<file path="config.mk">
export PLATFORM = sky130hd
export DESIGN_NAME = d_hazard_scoreboard
export DESIGN_NICKNAME = d
export VERILOG_FILES = /design/src/rtl/d_hazard_scoreboard.sv
export SDC_FILE = /design/constraint.sdc
export NUM_CORES = 1
export LEC_CHECK = 0
export ABC_AREA = 1
export ABC_CLOCK_PERIOD_IN_PS = 2600
export CORE_MARGIN = 1
export CORE_UTILIZATION = 30
export DETAILED_ROUTE_END_ITERATION = 6
export PLACE_DENSITY_LB_ADDON = 0.15
export SLEW_MARGIN = 30
export SYNTH_ARGS = -nofsm -noshare
export SYNTH_HDL_FRONTEND = slang
export SYNTH_SLANG_ARGS = --single-unit
</file>
<file path="constraint.sdc">
create_clock -name clk -period 2.6 [get_ports clk]
set_input_delay 0.78 -clock clk [delete_from_list [all_inputs] [get_ports clk]]
set_output_delay 0.78 -clock clk [all_outputs]
set_load 0.02 [all_outputs]
</file>
<file path="src/rtl/d_hazard_scoreboard.sv">
// Decode-stage hazard controller: a shifting scoreboard of in-flight GPR
// writers (index 0 = E) with Tnew countdowns, plus a HI/LO busy counter.
// Produces the D stall, per-operand forward selects and md_busy.
module d_hazard_scoreboard #(
    parameter int STAGES  = 3,
    parameter int ADDR_W  = 5,
    parameter int TNEW_W  = 2,
    parameter int MUL_LAT = 5,
    parameter int DIV_LAT = 10,
    parameter int SEL_W   = $clog2(STAGES + 1)
) (
    input  logic              clk,
    input  logic              reset,
    input  logic              d_valid,
    input  logic [ADDR_W-1:0] d_rs,
    input  logic [ADDR_W-1:0] d_rt,
    input  logic [TNEW_W-1:0] d_rs_tuse,
    input  logic [TNEW_W-1:0] d_rt_tuse,
    input  logic              d_wr_en,
    input  logic [ADDR_W-1:0] d_wr_addr,
    input  logic [TNEW_W-1:0] d_tnew,
    input  logic              d_md,
    input  logic              d_md_start,
    input  logic              d_md_div,
    input  logic              flush,
    output logic              stall,
    output logic [SEL_W-1:0]  fwd_sel_rs,
    output logic [SEL_W-1:0]  fwd_sel_rt,
    output logic              md_busy
);

    localparam int MAX_LAT = (DIV_LAT > MUL_LAT) ? DIV_LAT : MUL_LAT;
    localparam int CNT_W   = $clog2(MAX_LAT + 1);

    typedef struct packed {
        logic              valid;
        logic [ADDR_W-1:0] addr;
        logic [TNEW_W-1:0] tnew;
    } entry_t;

    entry_t             sb [STAGES];
    logic [CNT_W-1:0]   md_cnt;

    logic               rs_used;
    logic               rt_used;
    logic               found_rs;
    logic               found_rt;
    logic               haz_rs;
    logic               haz_rt;
    logic               accept;

    // Youngest-first operand lookup: the first valid match wins, older ones are ignored.
    always_comb begin
        rs_used    = (d_rs_tuse != '1) && (d_rs != '0);
        rt_used    = (d_rt_tuse != '1) && (d_rt != '0);
        found_rs   = 1'b0;
        found_rt   = 1'b0;
        haz_rs     = 1'b0;
        haz_rt     = 1'b0;
        fwd_sel_rs = '0;
        fwd_sel_rt = '0;
        for (int unsigned i = 0; i < STAGES; i++) begin
            if (!found_rs && rs_used && sb[i].valid && (sb[i].addr == d_rs)) begin
                found_rs = 1'b1;
                haz_rs   = sb[i].tnew > d_rs_tuse;
                if (sb[i].tnew == '0)
                    fwd_sel_rs = SEL_W'(i + 1);
            end
            if (!found_rt && rt_used && sb[i].valid && (sb[i].addr == d_rt)) begin
                found_rt = 1'b1;
                haz_rt   = sb[i].tnew > d_rt_tuse;
                if (sb[i].tnew == '0)
                    fwd_sel_rt = SEL_W'(i + 1);
            end
        end
    end

    // Stall and issue decision, purely combinational from state and D inputs.
    always_comb begin
        md_busy = (md_cnt != '0);
        stall   = d_valid && !flush && (haz_rs || haz_rt || (d_md && md_busy));
        accept  = d_valid && !stall && !flush;
    end

    // Scoreboard shift: new writer enters E, older entries age with saturating Tnew.
    always_ff @(posedge clk or posedge reset) begin
        if (reset) begin
            for (int unsigned i = 0; i < STAGES; i++)
                sb[i] <= '0;
        end else begin
            if (!flush && accept && d_wr_en && (d_wr_addr != '0))
                sb[0] <= '{valid: 1'b1, addr: d_wr_addr, tnew: d_tnew};
            else
                sb[0] <= '0;
            for (int unsigned i = 1; i < STAGES; i++) begin
                sb[i].valid <= sb[i-1].valid && !flush;
                sb[i].addr  <= sb[i-1].addr;
                sb[i].tnew  <= (sb[i-1].tnew == '0) ? '0 : sb[i-1].tnew - TNEW_W'(1);
            end
        end
    end

    // HI/LO busy counter: loaded by an issued mult/div, ignores flush, counts down to 0.
    always_ff @(posedge clk or posedge reset) begin
        if (reset)
            md_cnt <= '0;
        else if (accept && d_md_start)
            md_cnt <= d_md_div ? CNT_W'(DIV_LAT) : CNT_W'(MUL_LAT);
        else if (md_cnt != '0)
            md_cnt <= md_cnt - CNT_W'(1);
    end

endmodule

</file>
; After elaboration in Yosys (flattened, before gate mapping)
; Cells that the tools add are included.
[word_totals]
reg_bits = 28
input_bits = 29
word_cells = 99
[classes]
addsub = 3
magnitude_cmp = 6
eq_ne = 8
n_mux = 27
reduce_logical = 45
[op_table]
columns = operator, n
row1 = $eq A5 B5 Y1, 6
row2 = $logic_and A1 B1 Y1, 29
row3 = $mux W2, 12
row4 = $reduce_bool A5 Y1, 3
row5 = $gt A2 B2 Y1, 6
row6 = $mux W4, 3
row7 = $mux W1, 11
row8 = $mux W8, 1
row9 = $logic_not A1 Y1, 6
row10 = $logic_not A2 Y1, 3
row11 = $ne A2 B2 Y1 const B, 2
row12 = $reduce_bool A4 Y1, 1
row13 = $sub A2 B1 Y2 const B, 2
row14 = $sub A4 B1 Y4 const B, 1
row15 = $logic_or A1 B1 Y1, 2
row16 = $reduce_bool A2 Y1, 1

; Logic depth before layout (Yosys ltp)
; Gate-level depths: netlist of the first run.
[depth]
word_depth = 25
mapped_depth = 16
depth_no_buf = 16

; Least setup slack after synthesis of the first run
; No wires, ideal clock.
[synth_path]
kind = in2out
startpoint = input d_rs_tuse[1]
endpoint = output stall
arrival_time_ns = 1.896
t_required_ns = 1.820
slack_ns = -0.076
cell_stages = 8
n_path_buf = 0
path_cell_list = inv_1 > ha_1 > a21oi_1 > a21oi_1 > nand4_1 > nand3_1 > nand2_2 > a21oi_1
[synth_via]
elab_chain_cells = 18
[synth_rtl]
columns = item, line
row1 = "start, declared", 17  ; input logic [TNEW_W-1:0] d_rs_tuse,
row2 = $ne A2 B2 Y1, 54  ; rs_used = (d_rs_tuse != '1) && (d_rs != '0);
row3 = $logic_and A1 B1 Y1, 54
row4 = $logic_and A1 B1 Y1 (2 in series), 63  ; if (!found_rs && rs_used && sb[i].valid && (sb[i].addr == d_rs)) begin
row5 = $mux W1, 63
row6 = $logic_not A1 Y1, 63
row7 = $logic_and A1 B1 Y1 (3 in series), 63
row8 = $mux W1, 63
row9 = $logic_not A1 Y1, 63
row10 = $logic_and A1 B1 Y1 (3 in series), 63
row11 = $mux W1 *, 63
row12 = $logic_or A1 B1 Y1 * (2 in series), 81  ; stall = d_valid && !flush && (haz_rs || haz_rt || (d_md && md_busy));
row13 = $logic_and A1 B1 Y1 *, 81
row14 = "end, declared", 26  ; output logic stall,
; Every way passes the cells marked *; elsewhere a longest branch is shown, timed or not.

; Final worst setup path of the first run
[layout_path]
startpoint = input d_rs_tuse[0]
endpoint = output stall
; Same word-level chain as after synthesis.

==> impl_summary.md, run 1 <==
Logic synthesis
After synthesis, the mean cell area works out to 6.67 um2. Summed over all instances, the cell type with the most area after synthesis is sky130_fd_sc_hd__dfrtp_1. The area share of the largest cell type after synthesis is 34.8%. The number of synthesized register bits is 28. The proportion of synthesized flip-flops having asynchronous set or reset is 100%. The Yosys warning count is 0. In this run, synthesis inferred 0 flip-flops with an integrated enable. After synthesis, the most frequently instantiated cells are 100 x sky130_fd_sc_hd__nand2_1, 48 x sky130_fd_sc_hd__inv_1, 37 x sky130_fd_sc_hd__nor2_1. The most common cell in the synthesized netlist is sky130_fd_sc_hd__nand2_1. Among all flip-flop cells after synthesis, the most frequent one is sky130_fd_sc_hd__dfrtp_1.

The synthesized instance count is 302. After synthesis, flip-flops and latches occupy 34.8% of the total area. The mapped netlist covers 2020 um2.

The number of nets in the synthesized netlist is 345. The netlist uses 20 different library cells. Ranked by total cell area, the synthesized netlist is headed by sky130_fd_sc_hd__dfrtp_1 35%, sky130_fd_sc_hd__nand2_1 19%, sky130_fd_sc_hd__inv_1 8.9%, sky130_fd_sc_hd__ha_1 8.7%, sky130_fd_sc_hd__nor2_1 6.9%.

Clock network
The latest clock arrival within the worst-skew pair is 0.28 ns. Clock tree synthesis selected as its root buffer the cell sky130_fd_sc_hd__clkbuf_8. The number of buffers added by the clock tree synthesis step is 3. The deepest level of the CTS H-tree is 1. The CTS tree is built. The clock net in this run drives a total of 28 sinks. The clock input transition at the sequential cells of the worst setup and hold paths is 0.10 ns. The longest clock path from root to sink contains 2 buffers.

Global routing
The first global-routing pass estimated 8920 um of wire. The global route total overflow is 0. The via count of the first global-routing pass is 1968.

The pin count of the biggest net entering global routing is 29. The initial antenna violation count is 0. Global routing used 16.0% of the available tracks across all layers.

Power
The leakage power of the design is 1.54 nW. The switching portion of total power is 30.9%. Power comes to 1.27 mW. The analysis attributes to net switching a power of 394 uW.

The sequential share of power is 40.1%. The share of total power in the clock network is 27.9%. The worst-case IR drop observed on VDD is 0.376 mV. The share of total power in combinational logic is 32.0%. The ratio of total power to cell area is 427 nW/um2.

The internal power contribution is 881 uW.

Routing
For this run, design rule violations remaining after detail routing come to 2. The total wire length is 5340 um. The first detailed-routing pass took 6 iterations. The number of vias per cell after detailed routing is 4.53. Dividing the detail-routed wire length by the instance count gives 11.8 um. The final antenna-violating net count is 0. For this block, the initial DRC count from the detailed router was 110.

The total number of vias is 2054.

Floorplanning
The die covers 7050 um2. From left edge to right edge, the die measures 84.0 um. The starting density of the core is 31.4%. The total area inside the core boundary comes to 6420 um2.

In this run the core area contains 29 standard-cell rows. 35 I/O pins were placed. From bottom edge to top edge, the die measures 84.0 um.

Critical path
The maximum net fanout on the critical path is 4. The critical path data required time is 1.82 ns. The data arrival time of the worst path is 2.04 ns.

The element type at the critical path start is an input pin. The kind of end point of the critical path is a primary output. The category of the critical setup timing path is input pin to primary output.

Place
At the end of routability-driven placement, the weighted congestion stood at 0.873. The count of buffers from port buffering is 34. The total half-perimeter wirelength after legalization and detailed placement is 4170 um.

STA
Setup repair after global routing could not meet its margin everywhere. Static timing analysis puts the maximum clock frequency at 0.354 GHz. The number of max-slew violations in the final report came to 0. The post-layout minimum cycle time is 2.82 ns. Across all setup checks in the final design, the least slack found is -0.221 ns. The share of the cycle needed by the critical path after routing is 109%. The tightest hold path in the finished design has a slack of 0.446 ns. Clock skew on the completed layout was measured at 0.00293 ns. The final hold violation count is 0. The remaining max-slew budget at the tightest pin is 66.5%. The slew at the pin with the worst max-slew slack is 0.498 ns. The final setup violation count is 5.

Finish
The fraction of layout instances using a drive strength above 1 is 32.7%. The area taken by flip-flops and latches is 701 um2. The filler cells instantiated in the layout total 673. The repair_antennas step left the layout with diodes totalling 0. The multi-input combinational cells in the finished layout cover a total of 1260 um2. The count of nets after finishing is 420. The area growth from synthesis to layout is 48.0%.

Run status
The flow ran to the end, but the final reports show violations. The final reports fail on design-rule violations, negative setup slack.

Run
Across the run, the number of max-cap violations was 0.

Hold path
The path class of the tightest hold or removal check is register to register.
[through the flow]
| step | area (um2) | std cells | setup TNS, ns | setup slack (ns) | util, % |
|---|---|---|---|---|---|
| 3_3_place_gp | 2680 | 443 | -8.89 | -1.19 | 41.7 |
| 5_1_grt | 2980 | 453 | -0.978 | -0.333 | 46.5 |
| 2_1_floorplan | 2020 | 302 | 0 | 0.0369 | - |
| 4_1_cts | 2880 | 450 | -0.386 | -0.180 | 44.8 |
| 6_report | 2980 | 453 | -0.539 | -0.221 | 46.5 |
| 3_5_place_dp | 2680 | 443 | -8.35 | -1.14 | 41.7 |
[what timing repair did]
| action | in CTS | in global routing |
|---|---|---|
| hold buffers | 0 | 0 |
| setup endpoints to repair | 7 | 5 |
| gates resized for setup | 130 | 26 |
| buffers inserted | 3 | 3 |
| cloned | 0 | 0 |
| pin swaps | 43 | 21 |
[cells by family after synthesis]
logic type | share of synthesized area [%]
flip-flops | 34.8
buffers and inverters | 11.0
AND/OR/NAND/NOR | 37.8
adder cells (fa/ha/maj) | 8.69
AO/OA/AOI/OAI | 6.46
XOR/XNOR | 1.30
[power groups by stage]
stage / registers, mW / logic, mW / clock network (mW)
finish: 0.511 / 0.407 / 0.356
global route: 0.517 / 0.461 / 0.386
CTS: 0.511 / 0.399 / 0.368
detailed placement: 0.520 / 0.379 / 0
global placement: 0.520 / 0.381 / 0
floorplan: 0.511 / 0.237 / 0
[layout by cell type (no fill, tap or decap), types with 2 or more instances in the layout]
cell type / count
sky130_fd_sc_hd__nand3_4: 2
sky130_fd_sc_hd__xor2_1: 2
sky130_fd_sc_hd__o21ai_2: 3
sky130_fd_sc_hd__nor2_1: 31
sky130_fd_sc_hd__nand2_1: 85
sky130_fd_sc_hd__o21ai_1: 3
sky130_fd_sc_hd__clkdlybuf4s50_1: 15
sky130_fd_sc_hd__nor2_2: 7
sky130_fd_sc_hd__dfrtp_1: 28
sky130_fd_sc_hd__nor3_1: 2
sky130_fd_sc_hd__buf_2: 4
sky130_fd_sc_hd__buf_8: 2
sky130_fd_sc_hd__o21ai_0: 5
sky130_fd_sc_hd__nor3b_1: 4
sky130_fd_sc_hd__nand3_1: 6
sky130_fd_sc_hd__a21oi_2: 4
sky130_fd_sc_hd__clkbuf_8: 3
sky130_fd_sc_hd__buf_6: 14
sky130_fd_sc_hd__a21oi_1: 8
sky130_fd_sc_hd__ha_4: 3
sky130_fd_sc_hd__nand2_2: 19
sky130_fd_sc_hd__inv_4: 2
sky130_fd_sc_hd__nor2_4: 7
sky130_fd_sc_hd__o211ai_1: 2
sky130_fd_sc_hd__inv_1: 46
sky130_fd_sc_hd__buf_4: 34
sky130_fd_sc_hd__nand3_2: 4
sky130_fd_sc_hd__inv_2: 11
sky130_fd_sc_hd__nand2_4: 2
sky130_fd_sc_hd__ha_1: 11
sky130_fd_sc_hd__nand4_1: 4
[path summary, 6_finish.rpt]
kind	from	end	slack (ns)	cells after the start
worst max-delay path	d_rs_tuse[0]	stall	-0.22	10
worst min-delay path	sb[18]	sb[10]	0.45	0
worst max register to register	sb[10]	sb[17]	0.42	17
worst min register to register	sb[18]	sb[10]	0.45	0
max in group asynchronous	reset	sb[0]	1.47	3
min in group asynchronous	reset	sb[19]	0.86	3
[sequential cells by signal (all words and copies together), names as in the netlist]
signal / cells
sb: 24
md_cnt: 4
[metal layers]
layer | up-vias | GRT usage (%) | part of all wire, % | wire [um]
li1 | 1069 | - | - | -
met1 | 926 | 22.0 | 48 | 2590
met2 | 54 | 26.9 | 46 | 2460
met3 | 5 | 1.58 | 4.6 | 246
met4 | 0 | 4.23 | 0.95 | 51
met5 | - | 0 | 0 | 0
[worst max-delay path: stages]
cell and delay [ns]:
sky130_fd_sc_hd__clkdlybuf4s15_2 0.22, sky130_fd_sc_hd__ha_1 0.21, sky130_fd_sc_hd__inv_1 0.06, sky130_fd_sc_hd__a21oi_1 0.07, sky130_fd_sc_hd__a21oi_2 0.10, sky130_fd_sc_hd__nand4_1 0.11
sky130_fd_sc_hd__nand3_1 0.11, sky130_fd_sc_hd__nand2_2 0.08, sky130_fd_sc_hd__a21oi_2 0.14, sky130_fd_sc_hd__buf_4 0.15
[layout make-up]
| cell class | count | share of cell area, % |
|---|---|---|
| Sequential cell | 28 | 23.5 |
| Clock inverter | 1 | 1.01 |
| Clock buffer | 3 | 1.38 |
| Timing Repair Buffer | 70 | 20.9 |
| Inverter | 59 | 7.59 |
| Tap cell | 77 | 3.23 |
| Multi-Input combinational cell | 215 | 42.4 |
(Power assumes the default switching activity.)
==> run 2: changes to the inputs <==
--- a/config.mk
+++ b/config.mk
@@ -10,7 +10,8 @@
 export CORE_MARGIN = 1
 export CORE_UTILIZATION = 30
 export DETAILED_ROUTE_END_ITERATION = 6
-export PLACE_DENSITY_LB_ADDON = 0.15
+export GPL_TIMING_DRIVEN = 0
+export PLACE_DENSITY = 0.52
 export SLEW_MARGIN = 30
 export SYNTH_ARGS = -nofsm -noshare
 export SYNTH_HDL_FRONTEND = slang
==> run 2 against run 1 <==
Compared with the run above: the run still ends with design-rule violations, negative setup slack left; global-route usage is 0.84 points lower; routed wire length shrank 8.1%; setup slack better by 0.044 ns; critical path type unchanged; largest power group unchanged; critical endpoint unchanged; die area is the same; first-iteration DRC count is 8.2% lower; via count decreased by 6.1%; worst hold slack got worse by 0.0065 ns; final area is 5.5% lower.
==> impl_summary.md, run 2 (synthesis gave the netlist of run 1 again) <==
Run
The tool flagged a number of max-cap violations equal to 0.

Place
The routability congestion estimate is 0.888. The placed instances occupy a cell area of 2460 um2. Including well taps, the total number of placed cells is 413. The count of buffers from port buffering is 34. The total half-perimeter wirelength after legalization and detailed placement is 3940 um.

STA
The final clock skew is 0.0106 ns. After layout, the minimum clock period comes to 2.78 ns. The share of the cycle needed by the critical path after routing is 107%. Based on the critical path, the design can be clocked at up to 0.360 GHz. The final hold violation count is 0. In this run the tightest slew margin relative to its limit is 60.9%. The number of max-slew violations in the final report is 0. At the pin with the least slew margin, the transition time is 0.586 ns.

The final setup violation count is 3. After layout, the worst setup slack is -0.177 ns. Setup repair after global routing could not meet its margin everywhere.

The tightest hold margin is 0.439 ns.

Floorplanning
The site row count is 29. The count of boundary I/O pins is 35. In this run the horizontal extent of the chip is 84.0 um. The starting density of the core is 31.4%. The die is 84.0 um tall. The core region area is 6420 um2.

The total die area is 7050 um2.

Power
Power spread over the standard cell area amounts to 441 nW/um2. The final total power is 1.24 mW. The worst voltage drop across the vdd grid is 0.286 mV.

The leakage power of the design is 1.42 nW.

Critical path
The element type at the critical path start is an input pin. In this run the worst path has a maximum fanout of 5. The signal on the critical path passes through buf_8 -> nand2_2 -> nand2_1 -> nor2_1 -> nand3_2 -> nand2_2 -> inv_2 -> nand2_2 -> inv_2 -> nand2_2 -> nand2_2 -> a21oi_2 -> buf_6. The critical path in this run is classified as input pin to primary output. The combined buffer and inverter count along the critical path is 4. For the worst setup path, the data required time is 1.82 ns. The data arrival time of the worst path is 2.00 ns. Grouping stages by cell kind, the critical path spends the most delay in simple AND/OR/NAND/NOR gates.

The depth of the worst register-to-register path is 16. The standard cell with the maximum stage delay on the critical path is sky130_fd_sc_hd__a21oi_2. The largest single stage delay on the critical path is 0.16 ns. The worst setup path is captured at a primary output. The cell that appears most often on the critical path is sky130_fd_sc_hd__nand2_2. The critical path crosses 13 cells after its start point.

Finish
In the layout the commonest cells are 88 x sky130_fd_sc_hd__nand2_1, 43 x sky130_fd_sc_hd__inv_1, 32 x sky130_fd_sc_hd__nor2_1. 0 antenna diodes ended up in the layout. The final instance area is 2820 um2. In the final layout, the registers with the most flip-flops are sb (24), md_cnt (4). The fraction of layout instances using a drive strength above 1 is 27.3%. The register name with the most flops is sb. The area taken by flip-flops and latches is 701 um2.

The count of cells in the finished layout, fillers not included, comes to 425. From synthesis to final layout, the design area changed by 40.0%. The layout filler cell count is 684.

The multi-input combinational cells in the finished layout cover a total of 1250 um2. The flip-flop count of the largest register, all copies and words added is 24. Leaving out fill and tap cells, the most frequent cell in the layout is sky130_fd_sc_hd__nand2_1. For this run, the post-layout net count is 392.

Hold path
The number of cells on the worst hold path is 0. The classification of the worst-slack hold path is register to register.

Clock network
The cell at the root of the clock tree is sky130_fd_sc_hd__clkbuf_8. The clock input transition at the sequential cells of the worst setup and hold paths is 0.11 ns. In this run the number of H-tree levels came out at 1.

The CTS tree is built. No sink is reached through more buffers than the 2 on the longest clock path. The clock reaches the later pin of the worst-skew pair after 0.28 ns.

The number of buffers added by the clock tree synthesis step is 3. The hold buffer count at cts is 0. CTS saw 28 sinks.

Routing
The total wire length is 4910 um. In the routed layout, each cell is associated on average with a via count of 4.54. For this block, the initial DRC count from the detailed router was 101.

In this run the remaining antenna-violating nets after routing total 0. The first-pass iteration count of the detailed router is 6. The mean routed wirelength per cell is 11.5 um. In the routed design, unresolved DRC markers number 4. The total number of vias is 1929.

Global routing
The initial antenna violation count is 0. Global routing used 15.2% of the available tracks across all layers. The first global-routing pass estimated 8600 um of wire.

The via count of the first global-routing pass is 1879. Entering global routing, the biggest net connects 29 pins. After global routing the overflow that remains totals 0.

Run status
The checks that failed: design-rule violations, negative setup slack. The run finished, with violations left.
-- run 2: changes by cell type in the layout (fill, tap and decap cells not counted), sizes merged --
cell,before,now
clkdlybuf4s50,15,14
dlymetal6s2s,0,1
buf,54,26
-- run 2: what timing repair did --
item,CTS,global route
setup buffers,5,3
setup endpoints to repair,7,6
pin swaps,26,25
gates resized for setup,114,63
-- run 2: per-stage QoR --
stage | utilization [%] | setup WS (ns) | TNS, ns
floorplan | - | 0.0369 | 0
global placement | 38.2 | -1.25 | -8.16
detailed placement | 38.2 | -1.24 | -8.02
CTS | 40.8 | -0.190 | -0.268
global route | 43.9 | -0.228 | -0.550
finish | 43.9 | -0.177 | -0.222
-- run 2: per-layer routing --
| layer | GRT usage [%] | part of all wire (%) |
|---|---|---|
| met3 | 1.68 | 3.7 |
| met4 | 3.45 | 0.90 |
| met5 | 0 | 0 |
| met1 | 20.7 | 47 |
| met2 | 25.8 | 48 |
-- run 2: worst paths after layout --
path                       slack [ns]  startpoint     end
max                             -0.18     d_rs[1]   stall
min                              0.44      sb[11]   sb[3]
max reg2reg                      0.45      sb[19]  sb[16]
min reg2reg                      0.44      sb[11]   sb[3]
max in group asynchronous        1.34       reset  sb[14]
min in group asynchronous        0.87       reset  sb[15]
-- run 2: area by class of cell --
type,count,share of cell area [%]
well taps,77,3.41
clock buffers,3,1.46
flip-flops and latches,28,24.8
clock inverters,1,1.06
repair buffers,42,15.8
multi-input cells,215,44.3
inverters,59,9.09
-- run 2: where the power goes --
part | switching [mW] | internal, mW
clock | 0.144 | 0.206
combinational | 0.205 | 0.176
sequential | 0.0340 | 0.479
total | 0.383 | 0.861
==> run 3: changes to the inputs <==
--- a/config.mk
+++ b/config.mk
@@ -12,7 +12,7 @@
 export DETAILED_ROUTE_END_ITERATION = 6
 export GPL_TIMING_DRIVEN = 0
 export PLACE_DENSITY = 0.52
-export SLEW_MARGIN = 30
+export SLEW_MARGIN = 25
 export SYNTH_ARGS = -nofsm -noshare
 export SYNTH_HDL_FRONTEND = slang
 export SYNTH_SLANG_ARGS = --single-unit
==> results of run 3 <==
No change in the layout: final DEF, timing and power equal those of run 2.
==> RTL change, RTL diff (settings of run 2) <==
The parameter `ADDR_W` goes from 5 to 7.
--- a/src/rtl/d_hazard_scoreboard.sv
+++ b/src/rtl/d_hazard_scoreboard.sv
@@ -3,7 +3,7 @@
 // Produces the D stall, per-operand forward selects and md_busy.
 module d_hazard_scoreboard #(
     parameter int STAGES  = 3,
-    parameter int ADDR_W  = 5,
+    parameter int ADDR_W  = 7,
     parameter int TNEW_W  = 2,
     parameter int MUL_LAT = 5,
     parameter int DIV_LAT = 10,
Ports: changed (resized d_rs, d_rt and d_wr_addr); port bits go from 35 to 41. The function was not compared with the original's and may differ.
==> RTL change against run 2 <==
The run ends with setup timing left; sequential cell count rose by 6; worst setup slack got worse by 0.021 ns; global-route usage rose by 0.82 points; combinational power rose by 16%; routed wire length rose by 28%; power rose by 26%; clock skew fell by 0.0024 ns; final area rose by 21%; utilization rose by 0.17 points; sequential power rose by 19%; via count rose by 19%; area after synthesis rose by 19%; critical path depth fell by 1; count of clock-buffer cells in the layout rose by 3.
==> RTL change: results (changes against run 2) <==
total power 1.57 mW (+26%); global placement routability congestion 0.813 (-8.4%); worst hold slack 0.398 ns (-0.0414 ns); top post-synthesis cells by area dfrtp_1 (35%), nand2_1 (20%), inv_1 (10%); sw frac 0.308 (about the same); Worst Reg2Reg Path Length in Cells 17 (+1); highest cell delay on the worst timing path 0.18 ns (+0.02 ns); fraction of layout cells with a size suffix above 1 0.280 (+0.00730); Setup Skew 0.00824 ns (-0.00237 ns); total combinational power 0.443 mW (+16%); gr usage total 0.160 (+0.00822); first-pass GRT wire length 10400 um (+21%); clock-pin slew on the worst setup and hold paths 0.07 ns (-0.04 ns); setup ws final -0.198 ns (-0.0215 ns); Post-DP Area 0.00294 mm2 (+20%); outcome finished, violations left; Clock power frac 0.326 (+0.044); worst r2r src sb[28]$_DFF_PP0_; largest registers sb: 30 flops, md_cnt: 4 flops; Port Buffer Count 40 (+18%); Syn Nets 417 (+21%); post-synth cell types 21 (+5.0%); TNS Setup -0.517 ns (-0.295 ns); Post-Place Setup Slack -1.23 ns (+0.00493 ns); TritonRoute pass-1 iters 4 (-2); worst hold endpoint sb[12]$_DFF_PP0_; VDD IR max 0.152 mV (-47%); peak fanout along the critical path 4 (-1); CP startpoint d_rs[5]; total CTS buffers 5 (+2); R2R setup slack 0.51 ns (+0.06 ns); Pleak 1.71 nW (+20%); largest net degree at the start of global routing 35 (+21%); nets 470 (+20%); routed vias/inst 4.40 (-3.1%); Avg WL per Cell 12.0 um (+3.9%); Layout Cells excl Fill 523 (+23%); vias in the first global route 2204 (+17%); Avg Cell Area, Syn 6.54 um2 (-2.0%); Final setup viols 5 (+2); max_slew headroom 0.499 (-0.110); placed insts 510 (+23%); number of H-tree levels 2 (+1); violated checks setup timing; Worst EP arrival 2.02 ns (+0.02 ns); CP max stage cell nor2_2; dpl hpwl 4830 um (+23%); min-delay src sb[22]$_DFF_PP0_; RR Endpoint md_cnt[1]$_DFFE_PP0P_; post-synthesis sequential area ratio 0.353 (+0.00582); Initial DRC Count 76 (-25%)
[RTL change: layer usage]
metal | GRT usage | wire length (um) | vias to the layer above
met5 | 0 | 0 | -
met4 | 0.0397 | 73 | 0
met3 | 0.0369 | 214 | 6
met2 | 0.256 | 2930 | 47
met1 | 0.218 | 3050 | 1035
li1 | - | - | 1212
[RTL change: cells by family after synthesis]
logic type | after synthesis | synth area share
flops | 34 | 0.353
simple gates | 212 | 0.371
xor+xnor | 9 | 0.0327
fa+ha+maj | 14 | 0.0728
compound gates | 25 | 0.0546
buf+inv | 74 | 0.115
[RTL change: repair_timing]
item | 4_1_cts | 5_1_grt
pin swaps | 43 | 29
gates resized for setup | 167 | 52
setup buffers | 2 | 4
endpoints found under the setup margin | 10 | 6
[RTL change: area by class of cell]
class,count,area (um2)
clock buffers,6,82.6
clock inverters,1,30.0
fillers,791,4320
inverters,74,305
multi-input cells,260,1550
flip-flops and latches,34,851
well taps,102,128
repair buffers,46,458
